## src/rtl/matrix_alu_pkg.sv

```systemverilog
// Shared definitions for the Matrix Math Unit ALU path: opcodes and FSM states.
package matrix_alu_pkg;

  localparam logic [2:0] OP_ADD = 3'b010;
  localparam logic [2:0] OP_SUB = 3'b011;

  typedef enum logic {
    ST_IDLE,
    ST_RUN
  } state_t;

  function automatic logic op_legal(input logic [2:0] op);
    return (op == OP_ADD) || (op == OP_SUB);
  endfunction

endpackage

```

## src/rtl/row_lane_alu.sv

```systemverilog
// One column of signed add/subtract with overflow detect and optional clamping.
module row_lane_alu #(
  parameter int unsigned DATA_W = 32
) (
  input  logic [DATA_W-1:0] a,
  input  logic [DATA_W-1:0] b,
  input  logic              sub,
  input  logic              sat,
  output logic [DATA_W-1:0] result,
  output logic              ovf
);

  localparam logic [DATA_W-1:0] MAX_POS = {1'b0, {(DATA_W-1){1'b1}}};
  localparam logic [DATA_W-1:0] MAX_NEG = {1'b1, {(DATA_W-1){1'b0}}};

  logic [DATA_W-1:0] b_eff;
  logic [DATA_W-1:0] sum;

  always_comb begin
    b_eff  = sub ? ~b : b;
    sum    = a + b_eff + {{(DATA_W-1){1'b0}}, sub};
    // Overflowed result always has the opposite sign of a; the true value has a's sign.
    ovf    = (a[DATA_W-1] == b_eff[DATA_W-1]) && (sum[DATA_W-1] != a[DATA_W-1]);
    result = sum;
    if (ovf && sat) begin
      result = a[DATA_W-1] ? MAX_NEG : MAX_POS;
    end
  end

endmodule

```

## src/rtl/matrix_row_addsub.sv

```systemverilog
// Multi-cycle signed row add/subtract: LANES columns per beat, result row
// published atomically with a one-cycle Done pulse.
module matrix_row_addsub
  import matrix_alu_pkg::*;
#(
  parameter int unsigned DATA_W = 32,
  parameter int unsigned NCOLS  = 4,
  parameter int unsigned LANES  = 1
) (
  input  logic                    Clock,
  input  logic                    ClearAll,
  input  logic                    Enable,
  input  logic [2:0]              Operation,
  input  logic                    Saturate,
  input  logic [NCOLS*DATA_W-1:0] RowA,
  input  logic [NCOLS*DATA_W-1:0] RowB,
  output logic [NCOLS*DATA_W-1:0] NewRow,
  output logic                    Done,
  output logic                    Error,
  output logic                    Busy
);

  localparam int unsigned N     = NCOLS / LANES;
  localparam int unsigned ROW_W = NCOLS * DATA_W;
  localparam int unsigned CW    = (N > 1) ? $clog2(N) : 1;

  generate
    if (LANES == 0 || (NCOLS % LANES) != 0) begin : g_bad_lanes
      $error("matrix_row_addsub: NCOLS must be a multiple of LANES");
    end
  endgenerate

  state_t state, state_nxt;

  logic [ROW_W-1:0]  a_q, b_q, shadow, shadow_nxt;
  logic              sub_q, sat_q, ovf_acc;
  logic [CW-1:0]     beat;
  logic              last_beat;
  logic [DATA_W-1:0] lane_a   [LANES];
  logic [DATA_W-1:0] lane_b   [LANES];
  logic [DATA_W-1:0] lane_res [LANES];
  logic [LANES-1:0]  lane_ovf;

  assign last_beat = (beat == CW'(N - 1));
  assign Busy      = (state == ST_RUN);

  always_comb begin
    shadow_nxt = shadow;
    for (int unsigned l = 0; l < LANES; l++) begin
      lane_a[l] = a_q[(32'(beat) * LANES + l) * DATA_W +: DATA_W];
      lane_b[l] = b_q[(32'(beat) * LANES + l) * DATA_W +: DATA_W];
      shadow_nxt[(32'(beat) * LANES + l) * DATA_W +: DATA_W] = lane_res[l];
    end
  end

  generate
    for (genvar g = 0; g < LANES; g++) begin : g_lane
      row_lane_alu #(.DATA_W(DATA_W)) u_lane (
        .a      (lane_a[g]),
        .b      (lane_b[g]),
        .sub    (sub_q),
        .sat    (sat_q),
        .result (lane_res[g]),
        .ovf    (lane_ovf[g])
      );
    end
  endgenerate

  always_comb begin
    state_nxt = state;
    case (state)
      ST_IDLE: if (Enable && op_legal(Operation)) state_nxt = ST_RUN;
      ST_RUN:  if (last_beat) state_nxt = ST_IDLE;
      default: state_nxt = ST_IDLE;
    endcase
  end

  always_ff @(posedge Clock) begin
    if (ClearAll) state <= ST_IDLE;
    else          state <= state_nxt;
  end

  always_ff @(posedge Clock) begin
    if (ClearAll) begin
      a_q     <= '0;
      b_q     <= '0;
      sub_q   <= 1'b0;
      sat_q   <= 1'b0;
      shadow  <= '0;
      beat    <= '0;
      ovf_acc <= 1'b0;
      NewRow  <= '0;
      Done    <= 1'b0;
      Error   <= 1'b0;
    end else begin
      Done <= 1'b0;
      case (state)
        ST_IDLE: begin
          if (Enable) begin
            if (op_legal(Operation)) begin
              a_q     <= RowA;
              b_q     <= RowB;
              sub_q   <= (Operation == OP_SUB);
              sat_q   <= Saturate;
              beat    <= '0;
              ovf_acc <= 1'b0;
            end else begin
              Done  <= 1'b1;
              Error <= 1'b1;
            end
          end
        end
        ST_RUN: begin
          shadow  <= shadow_nxt;
          ovf_acc <= ovf_acc | (|lane_ovf);
          beat    <= beat + CW'(1);
          // Final lanes go straight from shadow_nxt so the row is complete at Done.
          if (last_beat) begin
            NewRow <= shadow_nxt;
            Error  <= ovf_acc | (|lane_ovf);
            Done   <= 1'b1;
            beat   <= '0;
          end
        end
        default: ;
      endcase
    end
  end

endmodule

```

## config.mk

```make
export PLATFORM = sky130hd
export DESIGN_NAME = matrix_row_addsub
export DESIGN_NICKNAME = d
export VERILOG_FILES = /design/src/rtl/matrix_alu_pkg.sv /design/src/rtl/row_lane_alu.sv /design/src/rtl/matrix_row_addsub.sv
export SDC_FILE = /design/constraint.sdc
export NUM_CORES = 1
export LEC_CHECK = 0
export CAP_MARGIN = 20
export CELL_PAD_IN_SITES_DETAIL_PLACEMENT = 1
export CELL_PAD_IN_SITES_GLOBAL_PLACEMENT = 1
export CORE_ASPECT_RATIO = 1.75
export CORE_MARGIN = 2
export CORE_UTILIZATION = 42
export CTS_CLUSTER_SIZE = 30
export DETAILED_ROUTE_END_ITERATION = 6
export GPL_TIMING_DRIVEN = 0
export PLACE_DENSITY_LB_ADDON = 0.25
export SLEW_MARGIN = 30
export SYNTH_ARGS = -nofsm -noshare
export SYNTH_HDL_FRONTEND = slang
export SYNTH_SLANG_ARGS = --single-unit
```

## constraint.sdc

```tcl
create_clock -name Clock -period 15.9 [get_ports Clock]
set_input_delay 4.77 -clock Clock [delete_from_list [all_inputs] [get_ports Clock]]
set_output_delay 4.77 -clock Clock [all_outputs]
set_load 0.005 [all_outputs]
```

==> impl_summary.log <==
[metrics] Slew Limit Fails: 0
[metrics] startpoint kind of the worst setup timing path: input port
[metrics] synthesized cell area: 0.0219 mm²
[metrics] std cell rows: 110
[metrics] maximum capacitance violations: 0
[metrics] worst endpoint required time: 16390 ps
[metrics] Finished Core Util: 55.0%
[metrics] violation count after the first detailed-route iteration: 1026
[metrics] net count of the finished layout: 3340
[metrics] async set or reset register ratio after synthesis: 0%
[metrics] Yosys warnings: 0
[metrics] CTS Root Buffer Type: sky130_fd_sc_hd__clkbuf_16
[metrics] power density normalized to cell area: 100 mW/mm²
[metrics] mux contribution to synthesized area: 6.71%
[metrics] fraction of the mapped netlist area in compound gates: 21.8%
[metrics] commonest non-fill, non-tap cells in the layout: sky130_fd_sc_hd__nand2_1, sky130_fd_sc_hd__dfxtp_1, sky130_fd_sc_hd__clkdlybuf4s50_1, sky130_fd_sc_hd__a21oi_1, sky130_fd_sc_hd__o21ai_0
[metrics] xor and xnor fraction of the mapped netlist area: 2.16%
[metrics] mean routed wirelength per cell: 24.8 µm
[metrics] number of sinks handled by clock tree synthesis: 520
[metrics] Sequential Area: 0.0104 mm²
[metrics] most common cell after layout, fill and taps aside: sky130_fd_sc_hd__nand2_1
[metrics] drt pass-1 iters: 5
[metrics] number of flops mapped to enable cells by yosys: 0
[metrics] run status: complete, no violations
[metrics] antenna violations before repair: 3
[metrics] share of total power consumed by net switching: 25.5%
[metrics] clock group share of total power: 42.0%
[metrics] largest net degree at the start of global routing: 16
[metrics] Global Route Usage Sum: 33.9%
[metrics] critical-path maximum fanout: 10
[metrics] total length of routed wires: 92800 µm
[metrics] Distinct cells, synth: 71
[metrics] combinational group share of total power: 10.6%
[metrics] startpoint of the worst setup timing path: Enable
[metrics] post-cts repair resize count: 0
[metrics] slack of the worst reg-to-reg path: 8840 ps
[metrics] total of flip-flops plus latches after synthesis: 520
[metrics] endpoints failing hold: 0
[metrics] vertical extent of the die: 306 µm
[metrics] synthesized-area fraction occupied by and/or/nand/nor cells: 16.2%
[metrics] buffer levels on the longest clock path: 3
[metrics] Hold Path Class: register to register
[metrics] adder-cell share of the synthesized area: 2.15%
[metrics] FF-to-FF Start: beat[0]
[metrics] global-route wire length before repair: 139000 µm
[metrics] Avg Vias per Cell: 5.75
[metrics] clock tree from TritonCTS: yes
[metrics] worst slew margin relative to its limit: 30.6%
[metrics] GRT Residual Overflow: 0
[metrics] type of the worst setup path: input port to register
[metrics] total setup violations reported at the end of the flow: 0
[metrics] Critical path destination: a_q[12]
[metrics] clock latency at the later pin of the worst-skew pair: 580 ps
[metrics] static leakage: 9.98 nW
[metrics] fraction of power consumed by sequential logic: 47.4%
[metrics] Gate Count Post-Synth: 2596
[metrics] area occupied by multi-input gates: 0.0108 mm²
[metrics] dominant combinational cell family by area after synthesis: compound AO/OA/AOI/OAI gates
[metrics] postcts setup bufs: 0
[metrics] worst voltage drop across the vdd grid: 0.0688 mV
[metrics] capturing point of the worst reg2reg path: shadow[93]
[metrics] clock transition at the registers of the reported paths: 70 ps
[metrics] number of DRC violations after detailed routing: 0
[metrics] final period utilization: 46.0%
[metrics] Synthesized Nets: 2896
[metrics] critical path arrival: 7810 ps
[metrics] internal power: 2.11 mW
[metrics] Antenna Nets Post-Route: 0
[metrics] IO Port Bufs: 393
[metrics] synthesis-to-finish area growth: 29.1%
[metrics] Die Outline Area: 0.0541 mm²
[metrics] number of fillers in the final layout: 6121
[metrics] worst hold margin: 454 ps
[metrics] setup TNS: 0 ps
[metrics] switching power summed over all nets: 0.720 mW
[metrics] final period demand of the worst path: 7310 ps
[metrics] Placeable Area: 0.0515 mm²
[metrics] fraction of final layout cells sized beyond drive strength 1: 5.76%
[metrics] setup repair after global routing missed its margin: no
[metrics] share of synthesized area occupied by flip-flops and latches: 47.5%
[metrics] initial standard-cell utilization of the core: 42.6%
[metrics] number of top-level pins: 394
[metrics] most used flip-flop cell after synthesis: sky130_fd_sc_hd__dfxtp_1
[metrics] GPL Wtd Cong: 0.911
[metrics] transition at the pin with the smallest max-transition slack: 1040 ps
[metrics] mean cell area of the mapped netlist: 8.45 µm²
[metrics] die width: 177 µm
[metrics] category of the worst setup path capture point: register
[metrics] Fmax achieved: 137 MHz
[metrics] detailed-route via count: 21528
[metrics] Max H-tree Level: 2
[metrics] half-perimeter wire length after detailed placement: 73600 µm
[metrics] Tot Pwr: 2.83 mW
[metrics] Hold-fix buffers, CTS: 0
[metrics] Worst Clk Skew: 20.6 ps
[metrics] via count of the first global-routing pass: 23860
[metrics] worst r2r path cells: 14
[metrics] Num CTS Buffers: 47
critical path: stages:
cell and delay (ps):
sky130_fd_sc_hd__clkdlybuf4s50_1 540, sky130_fd_sc_hd__nor2b_1 380, sky130_fd_sc_hd__and2_1 190, sky130_fd_sc_hd__clkbuf_1 450
sky130_fd_sc_hd__clkbuf_1 600, sky130_fd_sc_hd__clkbuf_1 490, sky130_fd_sc_hd__nand2_1 180, sky130_fd_sc_hd__a21oi_1 180
area by class of cell:
type	count	share of cell area [%]
Clock buffer	67	4.84
Sequential cell	520	36.8
Antenna cell	1	0.00884
Timing Repair Buffer	395	13.9
Buffer	189	2.57
Tap cell	672	2.97
Clock inverter	15	0.707
Multi-Input combinational cell	1873	38.0
Inverter	14	0.186
kinds of logic (layout without fill, tap and decap cells):
family	count (synthesis)	after routing
muxes	67	67
DFF	520	520
adders and majority gates	37	37
other	0	1
xor gates and xnor gates	54	54
and+or+nand+nor	883	883
buffers and inverters	203	680
AOI/OAI and AO/OA	832	832
sequential cells by signal, summed over array words and instances, names as in the netlist, 2 cells and up:
signal / cells
NewRow: 128
a_q: 128
b_q: 128
shadow: 128
beat: 2
worst min path at each step:
| stage | endpoint | start | cells past startpoint |
|---|---|---|---|
| finish | shadow[35] | shadow[35] | 2 |
| global placement | shadow[25] | shadow[25] | 2 |
| global route | a_q[81] | a_q[81] | 2 |
| detailed placement | shadow[115] | shadow[115] | 2 |
| floorplan | shadow[115] | shadow[115] | 2 |
| CTS | b_q[71] | b_q[71] | 2 |
synthesized netlist by cell type (6+ instances only):
library cell	n	area, µm²
sky130_fd_sc_hd__nand3_1	18	90.1
sky130_fd_sc_hd__or3_1	7	43.8
sky130_fd_sc_hd__o21ai_0	256	1280
sky130_fd_sc_hd__buf_1	11	41.3
sky130_fd_sc_hd__and2_1	6	37.5
sky130_fd_sc_hd__nor3_1	22	110
sky130_fd_sc_hd__a21o_1	29	218
sky130_fd_sc_hd__xnor2_1	15	131
sky130_fd_sc_hd__clkbuf_1	169	634
sky130_fd_sc_hd__a21oi_1	353	1770
sky130_fd_sc_hd__mux4_2	64	1440
sky130_fd_sc_hd__nand4_1	7	43.8
sky130_fd_sc_hd__a21oi_2	10	87.6
sky130_fd_sc_hd__nor2b_1	10	62.6
sky130_fd_sc_hd__ha_1	36	450
sky130_fd_sc_hd__buf_2	7	35.0
sky130_fd_sc_hd__xor2_1	39	342
sky130_fd_sc_hd__nor2_1	93	349
sky130_fd_sc_hd__dfxtp_1	520	10400
sky130_fd_sc_hd__o21ai_1	10	50.1
sky130_fd_sc_hd__nand2_1	690	2590
sky130_fd_sc_hd__a22oi_1	90	676
sky130_fd_sc_hd__inv_1	13	48.8
sky130_fd_sc_hd__and3_1	10	62.6
sky130_fd_sc_hd__a2111oi_0	7	61.3
sky130_fd_sc_hd__a211oi_1	22	165
layer usage:
metal	share of wire (%)	GRT usage [%]	vias to the layer above	wire length, µm
met5	0.028	0	-	26
met4	8.6	25.2	4	7990
met3	4.8	4.59	303	4410
met2	53	63.7	814	49200
met1	34	33.0	10481	31200
li1	-	-	9926	-
power by group through the flow:
stage                     registers (mW)  logic, mW  clock network [mW]
after floorplan                     1.36      0.137                   0
after global placement              1.37      0.287                   0
after detailed placement            1.37      0.294                   0
after CTS                           1.34      0.296                1.19
after global routing                1.34      0.317                1.24
final                               1.34      0.300                1.19
through the flow:
| stage | std cells | setup slack [ps] | area [µm²] |
|---|---|---|---|
| floorplan | 2596 | 9780 | 21900 |
| global placement | 3661 | 8220 | 26700 |
| detailed placement | 3663 | 8140 | 26700 |
| CTS | 3745 | 8590 | 28300 |
| global route | 3746 | 8520 | 28300 |
| finish | 3746 | 8590 | 28300 |
(Power assumes the default switching activity.)
